$ cat src/rtl/mdu_div_pkg.sv
// ---------------------------------------------------------------------------
// mdu_div_pkg
// Shared control encodings for the divide unit: operation codes, FSM state
// encodings, the iteration count and small helpers for magnitude / sign
// handling of signed operands.
// ---------------------------------------------------------------------------
package mdu_div_pkg;

    // Operation codes as presented on the op port.
    typedef enum logic [1:0] {
        OP_DIV  = 2'b00,
        OP_DIVU = 2'b01,
        OP_REM  = 2'b10,
        OP_REMU = 2'b11
    } div_op_e;

    // Controller states.
    typedef enum logic [1:0] {
        ST_IDLE = 2'b00,
        ST_CALC = 2'b01,
        ST_DONE = 2'b10
    } div_state_e;

    // Index of the final restoring-division iteration (32 iterations total).
    localparam logic [5:0] LAST_ITER = 6'd31;

    localparam logic [31:0] ALL_ONES = 32'hFFFF_FFFF;
    localparam logic [31:0] INT_MIN  = 32'h8000_0000;

    function automatic logic is_signed_op(input div_op_e o);
        return (o == OP_DIV) || (o == OP_REM);
    endfunction

    function automatic logic is_rem_op(input div_op_e o);
        return (o == OP_REM) || (o == OP_REMU);
    endfunction

    // Two's complement negation when en is set. Used both for taking the
    // magnitude of a negative operand and for restoring the result sign.
    function automatic logic [31:0] cond_neg(input logic [31:0] v, input logic en);
        return en ? (~v + 32'd1) : v;
    endfunction

endpackage

$ cat src/rtl/mdu_div.sv
// ---------------------------------------------------------------------------
// mdu_div
// Iterative 32-bit divider (DIV / DIVU / REM / REMU) using restoring
// division on operand magnitudes, one quotient bit per clock.
//
// Ports:
//   clk        : clock, all state updates on the rising edge
//   rstn       : asynchronous active-low reset
//   in_valid   : request present
//   in_ready   : unit can accept a request (registered, high only in IDLE)
//   op         : 00 DIV, 01 DIVU, 10 REM, 11 REMU
//   a, b       : dividend, divisor (latched on accept)
//   kill       : abort any operation in flight
//   out_valid  : result holds a completed value
//   out_ready  : consumer takes the result
//   result     : quotient or remainder, zero whenever out_valid is low
//   busy       : high in any state other than IDLE
// ---------------------------------------------------------------------------
module mdu_div
    import mdu_div_pkg::*;
(
    input  logic        clk,
    input  logic        rstn,
    input  logic        in_valid,
    output logic        in_ready,
    input  logic [1:0]  op,
    input  logic [31:0] a,
    input  logic [31:0] b,
    input  logic        kill,
    output logic        out_valid,
    input  logic        out_ready,
    output logic [31:0] result,
    output logic        busy
);

    div_state_e  state;
    logic [31:0] rem_q;
    logic [31:0] quo_q;
    logic [31:0] dvs_q;
    logic [5:0]  cnt_q;
    logic        rem_op_q;
    logic        quo_neg_q;
    logic        rem_neg_q;

    div_op_e     op_code;
    logic        accept;
    logic        sgn_req;
    logic        rem_req;
    logic        div_zero;
    logic        overflow;
    logic [31:0] direct_res;

    logic [32:0] shifted;
    logic [32:0] diff;
    logic        q_bit;
    logic [31:0] rem_next;
    logic [31:0] quo_next;
    logic [31:0] final_res;

    assign op_code  = div_op_e'(op);
    assign accept   = in_valid && in_ready && !kill;
    assign sgn_req  = is_signed_op(op_code);
    assign rem_req  = is_rem_op(op_code);
    assign div_zero = (b == 32'd0);
    assign overflow = sgn_req && (a == INT_MIN) && (b == ALL_ONES);

    // Results that bypass the iteration: divide-by-zero and signed overflow.
    assign direct_res = div_zero ? (rem_req ? a : ALL_ONES)
                                 : (rem_req ? 32'd0 : INT_MIN);

    // One restoring step. The dividend is shifted out of the top of the
    // quotient register into the partial remainder. Because the partial
    // remainder is always below the divisor, a 33-bit difference suffices:
    // bit 32 is set exactly when the trial subtraction would go negative.
    assign shifted  = {rem_q, quo_q[31]};
    assign diff     = shifted - {1'b0, dvs_q};
    assign q_bit    = ~diff[32];
    assign rem_next = q_bit ? diff[31:0] : shifted[31:0];
    assign quo_next = {quo_q[30:0], q_bit};

    assign final_res = rem_op_q ? cond_neg(rem_next, rem_neg_q)
                                : cond_neg(quo_next, quo_neg_q);

    // Controller and datapath. in_ready and busy are registered from the
    // next state, so in_ready comes up on the first edge after reset and is
    // low in the cycle that DONE hands off to IDLE.
    always_ff @(posedge clk or negedge rstn) begin
        if (!rstn) begin
            state     <= ST_IDLE;
            rem_q     <= '0;
            quo_q     <= '0;
            dvs_q     <= '0;
            cnt_q     <= '0;
            rem_op_q  <= 1'b0;
            quo_neg_q <= 1'b0;
            rem_neg_q <= 1'b0;
            in_ready  <= 1'b0;
            out_valid <= 1'b0;
            busy      <= 1'b0;
            result    <= '0;
        end else if (kill) begin
            state     <= ST_IDLE;
            cnt_q     <= '0;
            in_ready  <= 1'b1;
            out_valid <= 1'b0;
            busy      <= 1'b0;
            result    <= '0;
        end else begin
            case (state)
                ST_IDLE: begin
                    in_ready <= 1'b1;
                    if (accept) begin
                        rem_op_q  <= rem_req;
                        quo_neg_q <= sgn_req && (a[31] ^ b[31]);
                        rem_neg_q <= sgn_req && a[31];
                        rem_q     <= '0;
                        quo_q     <= cond_neg(a, sgn_req && a[31]);
                        dvs_q     <= cond_neg(b, sgn_req && b[31]);
                        cnt_q     <= '0;
                        in_ready  <= 1'b0;
                        busy      <= 1'b1;
                        if (div_zero || overflow) begin
                            state     <= ST_DONE;
                            out_valid <= 1'b1;
                            result    <= direct_res;
                        end else begin
                            state <= ST_CALC;
                        end
                    end
                end
                ST_CALC: begin
                    rem_q <= rem_next;
                    quo_q <= quo_next;
                    cnt_q <= cnt_q + 6'd1;
                    if (cnt_q == LAST_ITER) begin
                        state     <= ST_DONE;
                        out_valid <= 1'b1;
                        result    <= final_res;
                    end
                end
                ST_DONE: begin
                    if (out_ready) begin
                        state     <= ST_IDLE;
                        in_ready  <= 1'b1;
                        out_valid <= 1'b0;
                        busy      <= 1'b0;
                        result    <= '0;
                    end
                end
                default: begin
                    state     <= ST_IDLE;
                    in_ready  <= 1'b1;
                    out_valid <= 1'b0;
                    busy      <= 1'b0;
                    result    <= '0;
                end
            endcase
        end
    end

endmodule

$ cat config.mk
export PLATFORM = sky130hd
export DESIGN_NAME = mdu_div
export DESIGN_NICKNAME = d
export VERILOG_FILES = /design/src/rtl/mdu_div_pkg.sv /design/src/rtl/mdu_div.sv
export SDC_FILE = /design/constraint.sdc
export NUM_CORES = 1
export LEC_CHECK = 0
export ABC_AREA = 1
export CAP_MARGIN = 20
export CORE_MARGIN = 10
export CORE_UTILIZATION = 40
export CTS_CLUSTER_SIZE = 20
export DETAILED_ROUTE_END_ITERATION = 16
export GPL_ROUTABILITY_DRIVEN = 1
export PLACE_DENSITY_LB_ADDON = 0.1
export SKIP_LAST_GASP = 1
export SLEW_MARGIN = 20
export SYNTH_ARGS = -nofsm -noshare
export SYNTH_HDL_FRONTEND = slang
export SYNTH_SLANG_ARGS = --single-unit
$ cat constraint.sdc
create_clock -name clk -period 4.35 [get_ports clk]
set_clock_uncertainty 0.2 [all_clocks]
set_input_delay 0.435 -clock clk [delete_from_list [all_inputs] [get_ports clk]]
set_output_delay 0.435 -clock clk [all_outputs]
set_load 0.02 [all_outputs]
==> flow_metrics.env <==
export IMPL_outcome="complete, no violations"
export IMPL_cts_sinks=142
export IMPL_grt_pass1_wl_um=77300
export IMPL_initial_core_util_pct=40.9
export IMPL_hold_viol=0
export IMPL_critPathKind="flip-flop to flip-flop"
export IMPL_drive_gt1_share_pct=10.8
export IMPL_drt_met1_wl_um=23000
export IMPL_grt_ovfl_total=0
export IMPL_maxCapViolCount=0
export IMPL_hpwl_um=38900
export IMPL_synth_top_family_by_area="simple AND/OR/NAND/NOR gates"
export IMPL_fin_crit_sh_pct=96.4
export IMPL_die_area_sq_um=38900
export IMPL_synth_ff_type="dfrtp_1"
export IMPL_synthSimpleGateAreaFrac_pct=37.0
export IMPL_synth_edff_count=0
export IMPL_synthMuxAreaShare_pct=0
export IMPL_n_fill_cell=3248
export IMPL_dp_slack_ns=-0.0240
export IMPL_holdWs_ns=0.223
export IMPL_numCtsBuffers=17
export IMPL_grt_pass1_vias=13303
export IMPL_period_needed_ns=4.19
export IMPL_async_flop_share_pct=100
export IMPL_path_clk_slew_ns=0.07
export IMPL_max_stage_delay_ns=0.37
export IMPL_layout_common_cells="nand2_1, inv_1, nor2_1"
export IMPL_syn_avg_cell_area_sq_um=6.20
export IMPL_max_slew_worst_pin_slew_ns=1.00
export IMPL_synth_top_area_cell="dfrtp_1"
export IMPL_start_kind="flip-flop"
export IMPL_hold_class="primary input to asynchronous set/reset pin"
export IMPL_vias=13916
export IMPL_worstPathRequired_ns=4.50
export IMPL_grtUsageTotal_pct=25.5
export IMPL_routed_wl_met2_um=21100
export IMPL_relSlewSlack_pct=33.3
export IMPL_syn2layout_area_growth_pct=22.8
export IMPL_synth_xor_area_share_pct=4.88
export IMPL_die_w_um=197
export IMPL_num_io_pins=106
export IMPL_drt_iter0_markers=1312
export IMPL_clock_latency_ns=0.46
export IMPL_mostFrequentLayoutCell="nand2_1"
export IMPL_antenna_cells=0
export IMPL_drt_vias_per_instance=5.39
export IMPL_synthAdderAreaFrac_pct=3.94
export IMPL_yosysWarnings=0
export IMPL_fmax_mhz=239
export IMPL_nNetsFinal=2283
export IMPL_synth_seq_area_share_pct=28.3
export IMPL_yosys_top_cells_area="dfrtp_1, nand2_1, inv_1"
export IMPL_synth_fp_nets=2137
export IMPL_ys_seq_elements=142
export IMPL_netlist_cell_type_count=48
export IMPL_syn_area_sq_um=12600
export IMPL_grt_max_degree=102
export IMPL_drc=0
export IMPL_port_buffers=105
export IMPL_setup_viol=0
export IMPL_synth_compound_area_share_pct=15.4
export IMPL_cts_root_buf="clkbuf_16"
export IMPL_synth_top_area_share_pct=28.3
export IMPL_die_h_um=197
export IMPL_cp_max_fo=3
export IMPL_ant_nets=0
export IMPL_cpMostUsedCell="nand2_4"
export IMPL_top_layer_used="met4"
export IMPL_cp_arrival_ns=4.34
export IMPL_rsz0062_at_grt="yes"
export IMPL_drv_slew=0
export IMPL_dr_pass1_iters=6
export IMPL_core_area_sq_um=30700
export IMPL_cpMaxStageDelayCell="dfrtp_1"
export IMPL_cts_tree="built"
export IMPL_gp_congestion=0.955
export IMPL_setup_slack_ns=0.159
export IMPL_wl_um=49600
export IMPL_synth_cells=2027
export IMPL_end_kind="flip-flop"
export IMPL_multi_input_area_sq_um=8000
export IMPL_antenna_found_initial=0
export IMPL_h_tree_depth=4
export IMPL_row_count=64
export IMPL_wl_met3_um=4610
export IMPL_utilization_pct=50.2
export IMPL_area_sequential_sq_um=3550
export IMPL_cts_buffer_depth=2
export IMPL_detail_route_wl_per_cell_um=19.2
through the flow:
stage | cells | setup TNS [ns] | area, sq um
after global placement | 2538 | 0 | 14400
after floorplan | 2027 | 0 | 12600
after global routing | 2582 | -0.178 | 15400
after detailed placement | 2538 | -0.0240 | 14400
final | 2582 | 0 | 15400
after CTS | 2571 | 0 | 15000
Yosys cell counts, types with 28 or more instances:
library cell / instances
clkbuf_1: 51
inv_1: 251
xor2_1: 48
o21ai_0: 181
nand2_1: 629
ha_1: 38
nor3_1: 35
a21oi_1: 78
nor2_1: 184
nand4_1: 28
nand3_1: 150
dfrtp_1: 142
what timing repair did:
action                     CTS  global route
setup buffers                0            10
setup endpoints to repair    1            10
hold buffers                 1             0
gates resized for setup      1            53
pin swaps                    0            15
hold endpoints to repair    53             0
worst max-delay path: cells and delay by family, from the launching register on:
kind | cells | cell delay [ns]
buffers and inverters | 4 | 0.43
AO/OA/AOI/OAI | 3 | 0.45
flip-flops | 1 | 0.37
AND/OR/NAND/NOR | 20 | 1.96
adder cells (fa/ha/maj) | 3 | 0.68
layer usage:
metal	track usage, %	up-vias
met4	6.01	0
li1	-	6840
met5	0	-
met3	7.53	48
met2	38.2	517
met1	35.3	6511
logic make-up after synthesis:
| kind of cell | after synthesis |
|---|---|
| adder cells (fa/ha/maj) | 39 |
| flip-flops | 142 |
| XOR/XNOR | 70 |
| AO/OA/AOI/OAI | 350 |
| buffers and inverters | 337 |
| AND/OR/NAND/NOR | 1089 |
final timing paths:
path / start / endpoint / slack (ns) / cells past startpoint
max in group asynchronous: rstn / result[28] / 2.63 / 4
worst min register to register: result[17] / result[17] / 0.28 / 2
worst max-delay path: quo_q[31] / result[24] / 0.16 / 30
min in group clk: result[17] / result[17] / 0.28 / 2
worst max register to register: quo_q[31] / result[24] / 0.16 / 30
worst min-delay path: rstn / dvs_q[17] / 0.22 / 2
cell type report:
class                   instances  share of cell area (%)
flip-flops and latches        142                    23.0
multi-input cells            1548                    51.9
inverters                     271                    6.59
well taps                     396                    3.21
repair buffers                193                    11.4
clock buffers                  20                    3.02
clock inverters                12                   0.868
state kept, by name (all words and copies together) (netlist names):
signal	flops
state	2
rem_q	32
result	32
rem_neg_q	1
in_ready	1
busy	1
dvs_q	32
quo_neg_q	1
rem_op_q	1
cnt_q	6
out_valid	1
quo_q	32
Power is left out: the tool's default activity adds up to more than one toggle a clock period on the data nets, which glitch-free logic cannot reach.
